[config.mk]
export PLATFORM = sky130hd
export DESIGN_NAME = clk_enable_generator
export DESIGN_NICKNAME = d
export VERILOG_FILES = /design/src/rtl/clk_enable_generator_pkg.sv /design/src/rtl/clk_enable_generator_phase_accumulator.sv /design/src/rtl/clk_enable_generator.sv
export SDC_FILE = /design/constraint.sdc
export NUM_CORES = 1
export LEC_CHECK = 0
export BUFFER_PORTS_ARGS = -buffer_cell sky130_fd_sc_hd__buf_4
export CORE_MARGIN = 2
export CORE_UTILIZATION = 60
export DETAILED_ROUTE_END_ITERATION = 16
export HOLD_SLACK_MARGIN = 0.12
export PLACE_DENSITY = 0.79
export SETUP_SLACK_MARGIN = 0.1
export SLEW_MARGIN = 20
export SYNTH_ARGS = -nofsm -noshare
export SYNTH_HDL_FRONTEND = slang
export SYNTH_HIERARCHICAL = 1
export SYNTH_SLANG_ARGS = --single-unit
[constraint.sdc]
create_clock -name clk_36MHz -period 3.7 [get_ports clk_36MHz]
set_input_delay 0.555 -clock clk_36MHz [delete_from_list [all_inputs] [get_ports clk_36MHz]]
set_output_delay 0.555 -clock clk_36MHz [all_outputs]
set_load 0.02 [all_outputs]
[src/rtl/clk_enable_generator_pkg.sv]
// Shared types and rate helpers for the fabric clock-enable generator.
// The run/stop state encoding, and conversion from a target frequency to an NCO increment.
package clk_gen_pkg;

  typedef enum logic {
    STOP = 1'b0,
    RUN  = 1'b1
  } state_t;

  localparam longint unsigned CLK_HZ        = 64'd36_000_000;
  localparam int              ACC_WIDTH_DEF = 32;

  // Rounded increment giving hz ticks per second at CLK_HZ with the default accumulator width.
  function automatic longint unsigned inc_for_hz(input longint unsigned hz);
    return ((hz << ACC_WIDTH_DEF) + (CLK_HZ >> 1)) / CLK_HZ;
  endfunction

endpackage

[src/rtl/clk_enable_generator_phase_accumulator.sv]
// NCO core: acc += inc each enabled edge, with a registered carry strobe; a clear holds acc at zero.
// Latency: the carry appears on o_tick one cycle after the overflowing edge; there is no backpressure.
module phase_accumulator
  import clk_gen_pkg::*;
#(
  parameter int ACC_WIDTH = ACC_WIDTH_DEF
) (
  input  logic                 clk,
  input  logic                 rst_n,
  input  logic                 i_enable,
  input  logic                 i_clear,
  input  logic [ACC_WIDTH-1:0] i_inc,
  output logic                 o_carry,
  output logic                 o_tick,
  output logic                 o_msb
);

  logic [ACC_WIDTH-1:0] r_acc;
  logic                 r_tick;
  logic [ACC_WIDTH:0]   w_sum;

  assign w_sum   = {1'b0, r_acc} + {1'b0, i_inc};
  assign o_carry = i_enable & ~i_clear & w_sum[ACC_WIDTH];

  always_ff @(posedge clk or negedge rst_n) begin
    if (!rst_n) begin
      r_acc  <= '0;
      r_tick <= 1'b0;
    end else begin
      r_tick <= o_carry;
      if (i_clear) begin
        r_acc <= '0;
      end else if (i_enable) begin
        r_acc <= w_sum[ACC_WIDTH-1:0];
      end
    end
  end

  assign o_tick = r_tick;
  assign o_msb  = r_acc[ACC_WIDTH-1];

endmodule

[src/rtl/clk_enable_generator.sv]
// Fractional clock-enable generator: NCO tick, every-DIV-th div_tick, and a rate update applied on tick boundaries.
// Latency: strobes are registered one cycle after the carry edge; inc_ready is low while an update is pending.
module clk_enable_generator
  import clk_gen_pkg::*;
#(
  parameter int                   ACC_WIDTH   = ACC_WIDTH_DEF,
  parameter logic [ACC_WIDTH-1:0] DEFAULT_INC = ACC_WIDTH'(119),
  parameter int                   DIV         = 60
) (
  input  logic                 clk_36MHz,
  input  logic                 reset_n,
  input  logic                 en,
  input  logic [ACC_WIDTH-1:0] inc_data,
  input  logic                 inc_valid,
  output logic                 inc_ready,
  output logic                 tick,
  output logic                 div_tick,
  output logic                 phase_msb,
  output logic                 running
);

  localparam int              DIV_W    = (DIV > 1) ? $clog2(DIV) : 1;
  localparam logic [DIV_W-1:0] DIV_LAST = DIV_W'(DIV - 1);

  state_t               r_state;
  state_t               w_state_nxt;
  logic                 w_running;
  logic                 w_leave;
  logic                 w_accept;
  logic                 w_carry;
  logic                 w_div_last;
  logic                 r_pending;
  logic [ACC_WIDTH-1:0] r_inc;
  logic [ACC_WIDTH-1:0] r_pend_inc;
  logic [DIV_W-1:0]     r_div_cnt;
  logic                 r_div_tick;

  always_ff @(posedge clk_36MHz or negedge reset_n) begin
    if (!reset_n) begin
      r_state <= STOP;
    end else begin
      r_state <= w_state_nxt;
    end
  end

  always_comb begin
    w_state_nxt = r_state;
    w_running   = 1'b0;
    w_leave     = 1'b0;
    case (r_state)
      STOP: begin
        if (en) begin
          w_state_nxt = RUN;
        end
      end
      RUN: begin
        w_running = 1'b1;
        if (!en) begin
          w_state_nxt = STOP;
          w_leave     = 1'b1;
        end
      end
    endcase
  end

  // The first add happens on the STOP->RUN edge itself, so the accumulator simply follows en.
  phase_accumulator #(
    .ACC_WIDTH (ACC_WIDTH)
  ) u_phase_acc (
    .clk      (clk_36MHz),
    .rst_n    (reset_n),
    .i_enable (en),
    .i_clear  (~en),
    .i_inc    (r_inc),
    .o_carry  (w_carry),
    .o_tick   (tick),
    .o_msb    (phase_msb)
  );

  assign inc_ready = ~r_pending;
  assign w_accept  = inc_valid & ~r_pending;

  always_ff @(posedge clk_36MHz or negedge reset_n) begin
    if (!reset_n) begin
      r_inc      <= DEFAULT_INC;
      r_pend_inc <= '0;
      r_pending  <= 1'b0;
    end else if (!w_running || w_leave) begin
      // Stopped or stopping: no period to protect, so apply immediately.
      if (w_accept) begin
        r_inc <= inc_data;
      end else if (r_pending) begin
        r_inc <= r_pend_inc;
      end
      r_pending <= 1'b0;
    end else if (r_pending) begin
      if (w_carry) begin
        r_inc     <= r_pend_inc;
        r_pending <= 1'b0;
      end
    end else if (w_accept) begin
      r_pend_inc <= inc_data;
      r_pending  <= 1'b1;
    end
  end

  assign w_div_last = (r_div_cnt == DIV_LAST);

  always_ff @(posedge clk_36MHz or negedge reset_n) begin
    if (!reset_n) begin
      r_div_cnt  <= '0;
      r_div_tick <= 1'b0;
    end else if (!en) begin
      r_div_cnt  <= '0;
      r_div_tick <= 1'b0;
    end else begin
      r_div_tick <= w_carry & w_div_last;
      if (w_carry) begin
        r_div_cnt <= w_div_last ? '0 : r_div_cnt + DIV_W'(1);
      end
    end
  end

  assign div_tick = r_div_tick;
  assign running  = (r_state == RUN);

endmodule
# [Yosys cells after proc, flatten, opt, wreduce, memory -nomap -nowiden]
# Cells that the tools add are included.
[word_totals] ramBits=0 romBits=0 mem_count=0 word_cells=42 latch_bits=0 regBits=106 output_inout_bits=5
[classes] n_bitwise=5 n_lt_le_gt_ge=0 n_addsub=2 muxes=18 div_mod_pow=0 n_shift=0 multipliers=0 n_eq_ne=2 n_reduce_logical=7
[ops] op="$mux W32" n=6
[ops] op="$add A32 B32 Y33" n=1
[ops] op="$mux W6" n=3
[ops] op="$mux W1" n=9
[ops] op="$add A6 B1 Y6 const B" n=1
[ops] op="$eq A6 B6 Y1 const B" n=1
[ops] op="$reduce_and A3 Y1" n=2
[ops] op="$reduce_bool A2 Y1" n=3
[ops] op="$and A1 B1 Y1" n=3
[ops] op="$ne A2 B1 Y1 const B" n=1
[ops] op="$not A1 Y1" n=2
[ops] op="$logic_not A1 Y1" n=1
[ops] op="$logic_or A1 B1 Y1" n=1

# [Longest topological paths before layout]
# Gate-level depths: netlist of the first run.
[depth] word_depth=5 ltp_mapped=16 mapped_depth_nobuf=13

# [Cells and area by module]
# The synthesis of the first run kept the hierarchy.
[modules_own_cells] mod="clk_enable_generator" instances=1 seq_area_each_um2=1834.3 cells_each=301 area_each_um2=3746.1
[modules_own_cells] mod="phase_accumulator" instances=1 seq_area_each_um2=825.8 cells_each=389 area_each_um2=3250.6

# [Worst setup path before layout of the first run]
# No wires, ideal clock.
[synth_timing] path_type="flip-flop to flip-flop" from="reg r_inc[2]" to="reg r_inc[10]" t_required_ns=3.620 stages_incl_launch_ff=15 setup_time_ns=0.080 path_slack_ns=0.549 arrival_time_ns=3.071 synth_period_minus_slack_ns=3.151 path_cell_list="dfstp_2 -> ha_1 -> nor2b_4 -> o31ai_4 -> a21oi_2 -> a211o_4 -> a21oi_1 -> nor3_1 -> o221a_1 -> and2_4 -> buf_6 -> or2_1 -> buf_6 -> buf_12 -> a31oi_4"
[synth_between] elab_chain_len=4
[synth_rtl] item="from (decl)" line_no="clk_enable_generator.sv:33" source="logic [ACC_WIDTH-1:0] r_inc;"
[synth_rtl] item="from (signal assigned)" line_no="clk_enable_generator.sv:91" source="r_inc <= inc_data;"
[synth_rtl] item="from (signal assigned)" line_no="clk_enable_generator.sv:93" source="r_inc <= r_pend_inc;"
[synth_rtl] item="from (signal assigned)" line_no="clk_enable_generator.sv:98" source="r_inc <= r_pend_inc;"
[synth_rtl] item="$add A32 B32 Y33" line_no="clk_enable_generator_phase_accumulator.sv:22" source="assign w_sum = {1'b0, r_acc} + {1'b0, i_inc};"
[synth_rtl] item="$and A1 B1 Y1" line_no="clk_enable_generator_phase_accumulator.sv:23" source="assign o_carry = i_enable & ~i_clear & w_sum[ACC_WIDTH];"
[synth_rtl] item="named net w_carry" line_no="clk_enable_generator.sv:30" source="logic w_carry;"
[synth_rtl] item="$reduce_bool A2 Y1 (no line)"
[synth_rtl] item="$reduce_and A3 Y1 (no line)"
# The timed path passes the listed nets, and every way through them passes these cells.
# A chain may end at the register's enable or synchronous reset.

# [Worst setup path in the final report of the first run]
[layout_timing] from="reg u_phase_acc.r_acc[0]" to="reg r_inc[18]"
[layout_between] elab_chain_len=4
[layout_rtl] item="from (decl)" line_no="clk_enable_generator_phase_accumulator.sv:18" source="logic [ACC_WIDTH-1:0] r_acc;"
[layout_rtl] item="from (signal assigned)" line_no="clk_enable_generator_phase_accumulator.sv:34" source="r_acc <= w_sum[ACC_WIDTH-1:0];"
[layout_rtl] item="$add A32 B32 Y33" line_no="clk_enable_generator_phase_accumulator.sv:22"
[layout_rtl] item="$and A1 B1 Y1" line_no="clk_enable_generator_phase_accumulator.sv:23"
[layout_rtl] item="named net w_carry" line_no="clk_enable_generator.sv:30"
[layout_rtl] item="$reduce_bool A2 Y1 (no line)"
[layout_rtl] item="$reduce_and A3 Y1 (no line)"
# The timed path passes the listed nets, and every way through them passes these cells.

==> summary.txt, run 1 <==
Synth
  • Synth top area share: 0.358
  • Cells after Synth: 690
  • Synth async-reset ratio: 1.00
  • Register bit total from synthesis: 106
  • Post-synth top area cell: dfrtp_1
  • Seq/Total Area, Yosys: 0.380
  • Synth Warn #: 6
  • Post-synth EDFFs: 0
  • Top post-synthesis cells by area: dfrtp_1 (36%), a31oi_4 (9.1%), ha_1 (5.9%)
  • Mapped Area: 7000 sq um
  • Synth cell types: 74
  • Top FF cell, synth: dfrtp_1
  • Mean Syn Cell Area: 10.1 sq um
  • Syn nets: 760

Final layout
  • Commonest non-fill, non-tap cell in the layout: dfrtp_1
  • Fill cells: 889
  • Register area: 2660 sq um
  • Area Overhead vs Synth: 9.10%
  • Layout Nets: 772
  • N_diodes: 0
  • Multi-input gate area: 4020 sq um
  • Most frequent cells in the layout: dfrtp_1 (100), o21ai_0 (49), buf_4 (49)
  • Fraction of layout cells with a size suffix above 1: 0.185

Timing
  • Relative slew slack: 0.469
  • Peak Freq: 0.288 GHz
  • Post-route worst setup slack: 0.232 ns
  • Final hold violations: 0
  • Layout Skew: 0.00955 ns
  • Final setup fails: 0
  • RSZ-0062 raised after global routing: no
  • Post-layout min period: 3.47 ns
  • Slew Limit Fails: 0
  • Setup TNS: 0 ns
  • Tightest Pin Transition: 0.794 ns
  • Final period util: 0.937

Die
  • Die height: 112 microns
  • Number of cell rows: 39
  • Die area: 12500 sq um
  • Initial Util: 0.613
  • Die Span X: 112 microns
  • CORE AREA: 11400 sq um
  • Ports: 41

Worst setup path
  • Cell mode on critical path: nor3_1
  • CP max stage cell: nor3_1
  • Reg2reg setup slack: 0.23 ns
  • CP Max Fanout: 32
  • Startpoint types: flop
  • Critical path required time: 3.93 ns
  • Crit-path leading delay family: compound AO/OA/AOI/OAI gates
  • CP peak stage delay: 0.41 ns
  • Arrival @ worst endpoint: 3.70 ns
  • Worst setup EP type: flop
  • Worst Setup Path Type: reg2reg
  • CP bufs+invs: 2
  • Crit-path cells: ha_1 -> inv_1 -> fa_1 -> nor2b_4 -> o31ai_4 -> a21oi_2 -> a211o_4 -> a21oi_1 -> nor3_1 -> o221a_2 -> and2_4 -> buf_4 -> nor3_1 -> a31oi_4

Pwr
  • Comb power frac: 0.490
  • Cell internal pwr: 0.00309 W
  • Switching Fraction: 0.416
  • Clock power frac: 0.196
  • Worst VDD drop: 0.000486 V
  • Reg power frac: 0.314
  • Leakage: 3.22 nW
  • Pwr Density: 694 nW/um^2
  • Psw: 0.00221 W

Global routing
  • Initial antenna violation count: 0
  • Number of global-route vias before repair: 5470
  • Largest net degree at the start of global routing: 86
  • First-pass GRT wire length: 27.3 mm
  • Total Routing Usage GR: 0.273
  • Grt total ovfl: 0

Run status
  • Run status: complete, no violations

Route
  • Vias per cell: 6.54
  • Drc violations: 0
  • Drt first pass iters: 4
  • Via count: 5563
  • Final wirelength: 16.7 mm
  • Drt initial violations: 372
  • WL/cell: 19.6 microns
  • Post-route ant nets: 0

Place
  • PortBufs: 40
  • GPL Wtd Cong: 0.884
  • Pre-CTS setup slack: 0.257 ns
  • Detailed placer's ending HPWL: 11.6 mm

Clock network
  • Clock Latency Late Sink: 0.36 ns
  • CTS Sinks: 106
  • Num CTS Buffers: 9
  • CTS tree: yes
  • H-tree depth: 3
  • Post-CTS Resized: 0
  • Clock buffer depth: 2
  • Post-CTS Setup Repair Bufs: 0
  • Root Driver: clkbuf_16
  • Clk pin slew, worst setup/hold paths: 0.08 ns
  • # hold bufs at CTS: 0

Flow run
  • Max-Cap Viols: 0

Worst hold path
  • Hold Path Class: in2async
-- power by group through the flow --
stage	sequential [W]	combinational, W	clock, W
final	0.00166	0.00260	0.00104
after global routing	0.00169	0.00285	0.00110
after CTS	0.00165	0.00256	0.00106
after detailed placement	0.00167	0.00255	0
after global placement	0.00165	0.00247	0
after floorplan	0.00160	0.00208	0
-- routing by layer --
layer  routed length, microns  part of all wire  GRT usage
met1                     7050              0.42      0.352
met5                        0                 0          0
met2                     8190              0.49      0.455
met4                      344             0.021      0.100
met3                     1110             0.066     0.0588
-- logic make-up (layout without fill, tap and decap cells) --
logic type / count (synthesis) / after routing / share of synthesized area
simple gates: 207 / 207 / 0.148
mux: 46 / 46 / 0.0715
buf+inv: 64 / 81 / 0.0461
flops: 106 / 106 / 0.380
fa+ha+maj: 34 / 34 / 0.0619
compound gates: 214 / 214 / 0.268
xor+xnor: 19 / 19 / 0.0238
-- Yosys cell counts, drive strengths merged, types with 10 or more instances --
cell and number:
dfrtp 100, o21ai 63, a21oi 47, nand3 47, nand2 41, nor3 38
a31oi 37, nor2 34, ha 33, mux2 32, clkbuf 28, buf 22
a21o 16, inv 14, mux2i 14, xor2 10
-- layout make-up --
type                    instances  area share
repair buffers                 51      0.0523
multi-input cells             520       0.527
clock buffers                  10      0.0313
inverters                      14     0.00688
clock inverters                 6      0.0108
flip-flops and latches        106       0.348
well taps                     143      0.0234
-- state kept, by name, summed over array words and instances, names as in the netlist --
name                cells
running                 1
r_pend_inc             32
r_pending               1
r_inc                  32
r_div_cnt               6
div_tick                1
u_phase_acc/o_tick      1
u_phase_acc/r_acc      32
-- through the flow --
| step | utilization | power [W] | area, sq um | hold slack, ns | std cells |
|---|---|---|---|---|---|
| floorplan | - | 0.00368 | 7000 | 0.259 | 690 |
| finish | 0.669 | 0.00530 | 7630 | 0.259 | 850 |
| global route | 0.669 | 0.00565 | 7630 | 0.323 | 850 |
| CTS | 0.668 | 0.00528 | 7620 | 0.408 | 850 |
| global placement | 0.640 | 0.00412 | 7300 | 0.467 | 834 |
| detailed placement | 0.640 | 0.00422 | 7300 | 0.475 | 834 |
-- path summary, 6_finish.rpt --
| check | startpoint | to | cells past startpoint |
|---|---|---|---|
| hold reg to reg | r_pend_inc[5] | r_pend_inc[5] | 1 |
| setup / recovery | u_phase_acc/r_acc[0] | r_inc[18] | 14 |
| min in group clk_36MHz | inc_data[3] | r_pend_inc[3] | 2 |
| setup reg to reg | u_phase_acc/r_acc[0] | r_inc[18] | 14 |
| max in group asynchronous | reset_n | r_inc[28] | 2 |
| hold / removal | reset_n | u_phase_acc/r_acc[14] | 1 |
(Power assumes the default switching activity.)
==> run 2, diff against run 1 <==
--- a/config.mk
+++ b/config.mk
@@ -5,12 +5,13 @@
 export SDC_FILE = /design/constraint.sdc
 export NUM_CORES = 1
 export LEC_CHECK = 0
-export BUFFER_PORTS_ARGS = -buffer_cell sky130_fd_sc_hd__buf_4
 export CORE_MARGIN = 2
 export CORE_UTILIZATION = 60
+export CTS_CLUSTER_DIAMETER = 120
 export DETAILED_ROUTE_END_ITERATION = 16
+export DONT_BUFFER_PORTS = 1
 export HOLD_SLACK_MARGIN = 0.12
-export PLACE_DENSITY = 0.79
+export PLACE_DENSITY = 0.76
 export SETUP_SLACK_MARGIN = 0.1
 export SLEW_MARGIN = 20
 export SYNTH_ARGS = -nofsm -noshare
==> run 2 against run 1 <==
Compared with the run above: via count shrank 3.4%; sequential share of layout area up 1.4 points; clock-buffer cell count unchanged; sequential power barely moved; final cell count shrank 4.9%; power fell by 0.44%; final area is 3.8% lower; register-to-register slack gained 0.09 ns; hold slack worse by 0.17 ns; die area unchanged; global-route usage fell by 0.094 points; largest power group unchanged.
==> summary.txt, run 2 (synthesis results as in run 1) <==
Final layout
  • N_diodes: 0 (unchanged)
  • Top Registers: r_inc x32, r_pend_inc x32, u_phase_acc/r_acc x32
  • Most frequent cells in the layout: dfrtp_1 (100), o21ai_0 (49), nand3_1 (47)
  • Layout Nets: 730 (-5.4%)
  • Commonest non-fill, non-tap cell in the layout: dfrtp_1
  • Non-filler cells, final: 808 (-4.9%)
  • Area Overhead vs Synth: 4.97%
  • Fraction of layout cells with a size suffix above 1: 0.132 (-0.0530)

Route
  • Via count: 5374 (-3.4%)
  • Final wirelength: 16.3 mm (-2.1%)
  • Vias per cell: 6.65 (+1.6%)
  • Drt first pass iters: 5 (+1)
  • Drt initial violations: 409 (+9.9%)
  • Drc violations: 0 (unchanged)
  • WL/cell: 20.2 microns (+3.0%)
  • Post-route ant nets: 0 (unchanged)

Worst setup path
  • CP bufs+invs: 2 (unchanged)
  • Crit-path leading delay family: compound AO/OA/AOI/OAI gates
  • Critical path required time: 3.93 ns (about the same)
  • Startpoint types: flop
  • CP max stage cell: dfstp_2
  • Crit-path cells: ha_1 -> inv_1 -> fa_1 -> nor2b_4 -> o31ai_4 -> a21oi_2 -> a211o_4 -> a21oi_2 -> nor3_1 -> o221a_1 -> and2_4 -> or2_2 -> buf_12 -> a31oi_4
  • Arrival @ worst endpoint: 3.61 ns (-0.09 ns)
  • Worst setup EP type: flop
  • Worst Setup Path Type: reg2reg
  • Cell mode on critical path: a21oi_2
  • CP peak stage delay: 0.54 ns (+0.13 ns)
  • CP Max Fanout: 29 (-9.4%)

Timing
  • Relative slew slack: 0.280 (-0.189)
  • Final hold violations: 0 (unchanged)
  • Final setup fails: 0 (unchanged)
  • RSZ-0062 raised after global routing: no
  • Tightest Pin Transition: 1.08 ns (+0.282 ns)
  • Layout Skew: 0.00933 ns (-0.000220 ns)
  • Setup TNS: 0 ns (unchanged)
  • Post-layout min period: 3.38 ns (-0.0869 ns)
  • Slew Limit Fails: 0 (unchanged)
  • Peak Freq: 0.296 GHz (+2.6%)
  • Final period util: 0.914 (-0.0235)

Global routing
  • Number of global-route vias before repair: 5370 (-1.8%)
  • Initial antenna violation count: 0 (unchanged)
  • First-pass GRT wire length: 27.4 mm (+0.43%)
  • Grt total ovfl: 0 (unchanged)
  • Total Routing Usage GR: 0.272 (-0.000940)
  • Largest net degree at the start of global routing: 107 (+24%)

Place
  • Inst Count DP: 791 (-5.2%)
  • Detailed placer's ending HPWL: 11.2 mm (-3.0%)
  • GPL Wtd Cong: 0.920 (+4.1%)
  • PortBufs: 0 (-100%)

Flow run
  • Max-Cap Viols: 0 (unchanged)

Pwr
  • Worst VDD drop: 0.000471 V (-2.9%)
  • Pwr Density: 719 nW/um^2 (+3.5%)
  • Leakage: 3.02 nW (-6.2%)

Clock network
  • Root Driver: clkbuf_16
  • Post-CTS Setup Repair Bufs: 0 (unchanged)
  • Num CTS Buffers: 9 (unchanged)
  • Clock Latency Late Sink: 0.36 ns (about the same)
  • Clock buffer depth: 2 (unchanged)
  • CTS tree: yes
  • CTS Sinks: 106 (unchanged)
  • H-tree depth: 3 (unchanged)
  • Clk pin slew, worst setup/hold paths: 0.08 ns (about the same)

Die
  • Die Span X: 112 microns (unchanged)
  • Number of cell rows: 39 (unchanged)
  • Initial Util: 0.613 (unchanged)
  • CORE AREA: 11400 sq um (unchanged)
  • Ports: 41 (unchanged)
  • Die height: 112 microns (unchanged)
  • Die area: 12500 sq um (unchanged)

Worst hold path
  • Hold Path Class: in2async

Run status
  • Run status: complete, no violations
==> run 2: cell types whose count changed in the layout (fill, tap and decap cells not counted), sizes merged <==
cell / previous run / this run
buf: 51 / 9
bufinv: 1 / 2
clkinv: 2 / 1
clkinvlp: 0 / 1
inv: 17 / 16
==> run 2: through the flow <==
stage | hold WS (ns) | utilization | power [W] | setup slack, ns | instance area [sq um]
2_1_floorplan | 0.259 | - | 0.00368 | 0.549 | 7000
3_3_place_gp | 0.264 | 0.611 | 0.00407 | 0.400 | 6980
3_5_place_dp | 0.263 | 0.611 | 0.00414 | 0.304 | 6980
4_1_cts | 0.152 | 0.642 | 0.00526 | 0.275 | 7340
5_1_grt | 0.171 | 0.643 | 0.00563 | 0.127 | 7340
6_report | 0.0901 | 0.643 | 0.00528 | 0.319 | 7340
==> run 2: area by class of cell <==
| type | instances | area [sq um] |
|---|---|---|
| inverters | 14 | 52.6 |
| repair buffers | 9 | 100 |
| fillers | 925 | 4070 |
| clock inverters | 6 | 98.8 |
| clock buffers | 10 | 229 |
| multi-input cells | 520 | 4030 |
| well taps | 143 | 179 |
| flip-flops and latches | 106 | 2660 |
==> run 2: worst reg2reg max path: cells and delay by family, from the launching register on <==
family	cells	cell delay, ns
fa+ha+maj	2	0.63
simple gates	4	0.75
flops	1	0.54
buf+inv	2	0.41
compound gates	6	0.91
==> run 2: routing by layer <==
layer  vias up  track usage  share of wire
met4         0       0.0764          0.015
met3        23       0.0566          0.059
met2       165        0.448           0.48
met5         -            0              0
li1       2502            -              -
met1      2684        0.367           0.44
==> run 2: final timing paths <==
kind,start,end,slack (ns),cells past startpoint
setup / recovery,r_inc[0],r_inc[13],0.32,14
hold reg to reg,r_pend_inc[25],r_pend_inc[25],0.49,1
max in group asynchronous,reset_n,u_phase_acc/r_acc[26],3.14,1
setup reg to reg,r_inc[0],r_inc[13],0.32,14
hold / removal,reset_n,u_phase_acc/r_acc[15],0.09,1
min in group clk_36MHz,en,running,0.25,0
==> run 2: what timing repair did <==
item | in CTS | in global routing
hold buffers | 1 | 0
endpoints found under the setup margin | 0 | 3
endpoints found under the hold margin | 106 | 0
gates resized for setup | 0 | 1
==> run 2: report_power, final <==
group / switching (W) / total (W) / internal (W)
registers: 0.000213 / 0.00167 / 0.00146
clock network: 0.000463 / 0.00107 / 0.000605
logic: 0.00149 / 0.00254 / 0.00105
total: 0.00217 / 0.00528 / 0.00311
